==> src/rtl/rs_pkg.sv <==
// Shared types for the reservation-station issue queue: producer tags, queue entries
// and the CDB tag compare used by both the alloc bypass and per-entry wakeup.
package rs_pkg;

   localparam int unsigned RS_TAG_W     = 3;
   localparam int unsigned RS_DATA_W    = 32;
   localparam int unsigned RS_PAYLOAD_W = 24;

   typedef struct packed {
      logic                busy;
      logic [RS_TAG_W-1:0] idx;
   } tag_t;

   typedef struct packed {
      logic                    valid;
      logic [RS_PAYLOAD_W-1:0] payload;
      logic [RS_TAG_W-1:0]     dest;
      tag_t                    qj;
      tag_t                    qk;
      tag_t                    qf;
      logic [RS_DATA_W-1:0]    vj;
      logic [RS_DATA_W-1:0]    vk;
   } entry_t;

   // A pending operand is satisfied by a valid broadcast carrying its producer index
   function automatic logic tag_match(input tag_t                t,
                                      input logic                cdb_valid,
                                      input logic [RS_TAG_W-1:0] cdb_tag);
      return t.busy & cdb_valid & (t.idx == cdb_tag);
   endfunction

endpackage

==> src/rtl/rs_entry.sv <==
// One reservation-station slot: picks its next content (alloc, upper neighbour or
// itself), applies CDB wakeup to that content and reports readiness.
module rs_entry
   import rs_pkg::*;
(
   input  logic                i_clk,
   input  logic                i_rst,
   input  logic                i_flush,
   input  logic                i_load,
   input  logic                i_shift,
   input  entry_t              i_alloc,
   input  entry_t              i_upper,
   input  logic                i_cdb_valid,
   input  logic [RS_TAG_W-1:0] i_cdb_tag,
   input  logic [RS_DATA_W-1:0] i_cdb_data,
   input  logic                i_flag_valid,
   input  logic [RS_TAG_W-1:0] i_flag_tag,
   output entry_t              o_entry,
   output logic                o_ready_c
);

   entry_t r_entry;
   entry_t w_src;
   entry_t w_next;

   // Wakeup follows the content wherever it lands, so shifted entries keep their captures
   always_comb begin
      w_src = r_entry;
      if (i_load) begin
         w_src = i_alloc;
      end else if (i_shift) begin
         w_src = i_upper;
      end
      w_next = w_src;
      if (tag_match(w_src.qj, i_cdb_valid, i_cdb_tag)) begin
         w_next.qj.busy = 1'b0;
         w_next.vj      = i_cdb_data;
      end
      if (tag_match(w_src.qk, i_cdb_valid, i_cdb_tag)) begin
         w_next.qk.busy = 1'b0;
         w_next.vk      = i_cdb_data;
      end
      if (tag_match(w_src.qf, i_flag_valid, i_flag_tag)) begin
         w_next.qf.busy = 1'b0;
      end
   end

   always_ff @(posedge i_clk or posedge i_rst) begin
      if (i_rst) begin
         r_entry <= '0;
      end else if (i_flush) begin
         r_entry <= '0;
      end else begin
         r_entry <= w_next;
      end
   end

   assign o_entry   = r_entry;
   assign o_ready_c = r_entry.valid & ~r_entry.qj.busy & ~r_entry.qk.busy & ~r_entry.qf.busy;

endmodule

==> src/rtl/rs_issue_queue.sv <==
// Age-ordered collapsing reservation station: slot 0 is oldest, the oldest ready
// entry is moved into a registered valid/ready output stage.
module rs_issue_queue
   import rs_pkg::*;
#(
   parameter int unsigned DEPTH     = 4,
   parameter int unsigned TAG_W     = RS_TAG_W,
   parameter int unsigned DATA_W    = RS_DATA_W,
   parameter int unsigned PAYLOAD_W = RS_PAYLOAD_W
) (
   input  logic                         CLK,
   input  logic                         Reset,
   input  logic                         Flush,
   input  logic                         in_valid,
   output logic                         in_ready,
   input  logic [PAYLOAD_W-1:0]         in_payload,
   input  logic [TAG_W-1:0]             in_dest,
   input  logic                         in_qj_busy,
   input  logic                         in_qk_busy,
   input  logic                         in_qf_busy,
   input  logic [TAG_W-1:0]             in_qj,
   input  logic [TAG_W-1:0]             in_qk,
   input  logic [TAG_W-1:0]             in_qf,
   input  logic [DATA_W-1:0]            in_vj,
   input  logic [DATA_W-1:0]            in_vk,
   input  logic                         cdb_valid,
   input  logic [TAG_W-1:0]             cdb_tag,
   input  logic [DATA_W-1:0]            cdb_data,
   input  logic                         cdb_flag_valid,
   input  logic [TAG_W-1:0]             cdb_flag_tag,
   output logic                         out_valid,
   input  logic                         out_ready,
   output logic [PAYLOAD_W-1:0]         out_payload,
   output logic [TAG_W-1:0]             out_dest,
   output logic [DATA_W-1:0]            out_srca,
   output logic [DATA_W-1:0]            out_srcb,
   output logic [$clog2(DEPTH+1)-1:0]   count
);

   localparam int unsigned CNT_W = $clog2(DEPTH+1);
   localparam int unsigned IDX_W = $clog2(DEPTH);

   logic [CNT_W-1:0]     r_count;
   logic                 r_out_valid;
   logic [PAYLOAD_W-1:0] r_out_payload;
   logic [TAG_W-1:0]     r_out_dest;
   logic [DATA_W-1:0]    r_out_srca;
   logic [DATA_W-1:0]    r_out_srcb;

   entry_t               w_slot [DEPTH];
   entry_t               w_alloc_entry;
   entry_t               w_sel_entry;
   logic [DEPTH-1:0]     w_rdy;
   logic [DEPTH-1:0]     w_load_slot;
   logic [DEPTH-1:0]     w_shift_slot;
   logic [IDX_W-1:0]     w_sel;
   logic                 w_any_ready;
   logic                 w_alloc;
   logic                 w_dispatch;
   logic [CNT_W-1:0]     w_alloc_idx;

   assign in_ready    = (r_count != CNT_W'(DEPTH));
   assign w_alloc     = in_valid & in_ready & ~Flush;
   assign w_dispatch  = (~r_out_valid | out_ready) & w_any_ready & ~Flush;
   assign w_alloc_idx = r_count - CNT_W'(w_dispatch);

   always_comb begin
      w_alloc_entry         = '0;
      w_alloc_entry.valid   = 1'b1;
      w_alloc_entry.payload = in_payload;
      w_alloc_entry.dest    = in_dest;
      w_alloc_entry.qj.busy = in_qj_busy;
      w_alloc_entry.qj.idx  = in_qj;
      w_alloc_entry.qk.busy = in_qk_busy;
      w_alloc_entry.qk.idx  = in_qk;
      w_alloc_entry.qf.busy = in_qf_busy;
      w_alloc_entry.qf.idx  = in_qf;
      w_alloc_entry.vj      = in_vj;
      w_alloc_entry.vk      = in_vk;
   end

   // Oldest-first pick: scanning downwards leaves the lowest ready index
   always_comb begin
      w_any_ready = 1'b0;
      w_sel       = '0;
      for (int i = int'(DEPTH) - 1; i >= 0; i--) begin
         if (w_rdy[i]) begin
            w_any_ready = 1'b1;
            w_sel       = IDX_W'(i);
         end
      end
   end

   assign w_sel_entry = w_slot[w_sel];

   for (genvar g = 0; g < int'(DEPTH); g++) begin : g_slot
      entry_t w_upper;
      if (g == int'(DEPTH) - 1) begin : g_last
         assign w_upper = '0;
      end else begin : g_mid
         assign w_upper = w_slot[g+1];
      end
      assign w_load_slot[g]  = w_alloc & (w_alloc_idx == CNT_W'(g));
      assign w_shift_slot[g] = w_dispatch & (CNT_W'(g) >= CNT_W'(w_sel));

      rs_entry u_entry (
         .i_clk        (CLK),
         .i_rst        (Reset),
         .i_flush      (Flush),
         .i_load       (w_load_slot[g]),
         .i_shift      (w_shift_slot[g]),
         .i_alloc      (w_alloc_entry),
         .i_upper      (w_upper),
         .i_cdb_valid  (cdb_valid),
         .i_cdb_tag    (cdb_tag),
         .i_cdb_data   (cdb_data),
         .i_flag_valid (cdb_flag_valid),
         .i_flag_tag   (cdb_flag_tag),
         .o_entry      (w_slot[g]),
         .o_ready_c    (w_rdy[g])
      );
   end

   // Occupancy and the output stage; a stalled output holds every field
   always_ff @(posedge CLK or posedge Reset) begin
      if (Reset) begin
         r_count       <= '0;
         r_out_valid   <= 1'b0;
         r_out_payload <= '0;
         r_out_dest    <= '0;
         r_out_srca    <= '0;
         r_out_srcb    <= '0;
      end else if (Flush) begin
         r_count       <= '0;
         r_out_valid   <= 1'b0;
         r_out_payload <= '0;
         r_out_dest    <= '0;
         r_out_srca    <= '0;
         r_out_srcb    <= '0;
      end else begin
         r_count <= r_count + CNT_W'(w_alloc) - CNT_W'(w_dispatch);
         if (w_dispatch) begin
            r_out_valid   <= 1'b1;
            r_out_payload <= w_sel_entry.payload;
            r_out_dest    <= w_sel_entry.dest;
            r_out_srca    <= w_sel_entry.vj;
            r_out_srcb    <= w_sel_entry.vk;
         end else if (out_ready) begin
            r_out_valid <= 1'b0;
         end
      end
   end

   assign count       = r_count;
   assign out_valid   = r_out_valid;
   assign out_payload = r_out_payload;
   assign out_dest    = r_out_dest;
   assign out_srca    = r_out_srca;
   assign out_srcb    = r_out_srcb;

endmodule

==> config.mk <==
export PLATFORM = sky130hd
export DESIGN_NAME = rs_issue_queue
export DESIGN_NICKNAME = d
export VERILOG_FILES = /design/src/rtl/rs_pkg.sv /design/src/rtl/rs_entry.sv /design/src/rtl/rs_issue_queue.sv
export SDC_FILE = /design/constraint.sdc
export NUM_CORES = 2
export LEC_CHECK = 0
export CAP_MARGIN = 10
export CORE_UTILIZATION = 48
export CTS_BUF_LIST = sky130_fd_sc_hd__clkbuf_16
export DETAILED_ROUTE_END_ITERATION = 8
export PLACE_DENSITY = 0.68
export SYNTH_ARGS = -nofsm -noshare
export SYNTH_HDL_FRONTEND = slang
export SYNTH_SLANG_ARGS = --single-unit
export TNS_END_PERCENT = 50
==> constraint.sdc <==
create_clock -name CLK -period 56.5 [get_ports CLK]
set_clock_uncertainty 0.1 [all_clocks]
set_input_delay 16.95 -clock CLK [delete_from_list [all_inputs] [get_ports CLK]]
set_output_delay 16.95 -clock CLK [all_outputs]
set_load 0.05 [all_outputs]
==> results_dict.tcl <==
set metrics [dict create \
    grt_overflow_total 0 \
    cts_max_level 2 \
    finalCriticalPeriod_ps 22300 \
    crit_fanout 75 \
    violations "DRC" \
    tns_ps 0 \
    ys_seq_area_frac 0.442 \
    clk_path_buf_depth 3 \
    fin_hold_ws_ps 406 \
    cts_root_buf "clkbuf_16" \
    ys_warn_count 0 \
    path_clk_slew_ps 60 \
    path_class "in2reg" \
    dieArea_sq_um 61300 \
    drtAntennaViolNets 0 \
    finalWirelength_mm 97.3 \
    grt_max_degree 183 \
    slew_violations 0 \
    post-route-period-util 0.395 \
    clkLatencyLatePin_ps 630 \
    drive_gt1_frac 0.110 \
    vias 25800 \
    rows 89 \
    synth_edf_count 0 \
    status "finished, violations left" \
    slew_headroom 0.194 \
    use_met2 0.519 \
    syn_area_per_cell_sq_um 9.36 \
    design_area_sq_um 33300 \
    cts_made_buffers 56 \
    portBuffers 243 \
    met3_usage 0.0471 \
    place_congestion 0.883 \
    critPathArrivalTime_ps 22700 \
    start_util 0.488 \
    ctsResizeCount 0 \
    dp_slack_ps 33630 \
    via_per_inst 6.50 \
    hold_path_class "reg2reg" \
    fp.dieW_microns 248 \
    max_freq_ghz 0.0448 \
    dr.pass1.iters 8 \
    setup_slack_ps 34200 \
    vdd_drop_max_mv 0.0469 \
    final_core_util 0.561 \
    ys_seq_elements 511 \
    rsz0062_at_grt "false" \
    io_pins 244 \
    cp-start-kind "input pin" \
    syn_area_sq_um 29000 \
    final_cells 3975 \
    wire_per_inst_microns 24.5 \
    synth_ff_type "dfrtp_1" \
    setup_viol 0 \
    grt_use_total 0.317 \
    syn2layout_area_growth_pct 14.9 \
    ys_types 62 \
    required_ps 56900 \
    end_kind "flop" \
    layout.nets 3309 \
    hpwl_mm 54.7 \
    cts_setup_buffers 0 \
    die_h_microns 248 \
    busiest_layer "met2" \
    synth_fp_nets 3246 \
    clock_sinks 511 \
    hold_viol 0 \
    max_cap_violations 0 \
    tightest_slew_ps 1210 \
    antenna_found_initial 3 \
    grtUsageMet1 0.410 \
    placed_cells 3871 \
    placed_cell_area_sq_um 31600 \
    remaining_drc_errors 34 \
    cts_hold_buf 0 \
    cts_tree "yes" \
    power.leakage_nw 14.3 \
    p_per_area_nw_per_um2 39.3 \
    synthCells 3093 \
    dr.first_iter.drc_count 2799 \
    grt_pass1_vias 26500 \
    grt_pass1_wl_mm 151 \
    power.total_mw 1.31 \
    core_area_sq_um 59400 \
    async_flop_share 1.00 \
]
[critical path: stages]
cell,delay [ps]
clkdlybuf4s50_1,410
nor2b_1,120
buf_4,240
nor3_4,50
ha_1,200
ha_1,370
nor4b_1,680
a21boi_4,950
buf_4,940
nand2_1,130
o21ai_1,170
xor2_1,150
nor4_4,310
buf_4,550
mux2_1,390
[synth_stat cells, types with 12 or more instances]
library cell	n	area share
a21oi_1	83	0.014
a22o_1	32	0.0097
a22oi_1	59	0.015
a311oi_1	209	0.063
a31oi_1	16	0.0035
and2_1	24	0.0052
and3_1	66	0.014
buf_1	17	0.0022
buf_2	33	0.0057
buf_4	15	0.0039
clkbuf_1	206	0.027
dfrtp_1	511	0.44
mux2_1	89	0.035
mux2_2	106	0.041
mux2_4	61	0.032
mux2i_1	61	0.021
mux4_2	32	0.025
nand2_1	806	0.10
nand3_1	100	0.017
nor2_1	240	0.031
nor2b_1	38	0.0082
o211ai_1	64	0.017
o21ai_0	77	0.013
xnor2_1	23	0.0070
xor2_1	12	0.0036
[cell type report]
class,instances,area (sq um)
inverters,8,38.8
fillers,5048,26100
clock inverters,46,249
well taps,773,967
multi-input cells,2289,15000
clock buffers,57,1430
diodes,1,2.50
repair buffers,290,2800
flip-flops and latches,511,12800
[registers in the layout, indices dropped and copies added (netlist names)]
register,flops
out_payload,24
out_srcb,32
out_srca,32
out_valid,1
g_slot.u_entry.o_entry,416
count,3
out_dest,3
[cell usage in the layout (no fill, tap or decap), types with 64 or more instances in the layout]
cell type,synthesis,layout
nand2_1,806,805
dfrtp_1,511,511
clkdlybuf4s50_1,0,242
nor2_1,240,237
a311oi_1,209,209
mux2_2,106,106
nand3_1,100,99
mux2_1,89,89
a21oi_1,83,83
o21ai_0,77,77
and3_1,66,66
o211ai_1,64,64
[cells by family after synthesis]
family / Yosys count / synth area share
adders and majority gates: 5 / 0.00242
xor gates and xnor gates: 38 / 0.0123
DFF: 511 / 0.442
muxes: 349 / 0.153
AOI/OAI and AO/OA: 585 / 0.150
buffers and inverters: 293 / 0.0458
and+or+nand+nor: 1312 / 0.195
[per-layer routing]
layer | wire, microns | share of wire
met5 | 25 | 0.00026
met1 | 38700 | 0.40
met4 | 3800 | 0.039
met2 | 45900 | 0.47
met3 | 8840 | 0.091
[worst paths after layout]
| check | to | depth (start not counted) | slack (ps) | from |
|---|---|---|---|---|
| worst max-delay path | g_slot[3].u_entry.o_entry[45] | 15 | 34200 | out_ready |
| worst min-delay path | out_payload[5] | 2 | 410 | out_payload[5] |
| worst max register to register | g_slot[3].u_entry.o_entry[45] | 14 | 49920 | g_slot[1].u_entry.o_entry[67] |
| worst min register to register | out_payload[5] | 2 | 410 | out_payload[5] |
| max in group asynchronous | g_slot[2].u_entry.o_entry[27] | 4 | 37170 | Reset |
| min in group asynchronous | out_payload[1] | 2 | 16780 | Reset |
[power breakdown]
| group | internal [mW] | switching (mW) | leakage, nW |
|---|---|---|---|
| Sequential | 0.433 | 0.0469 | 7.07 |
| Combinational | 0.163 | 0.320 | 6.38 |
| Clock | 0.190 | 0.155 | 0.867 |
(Power assumes the default switching activity.)
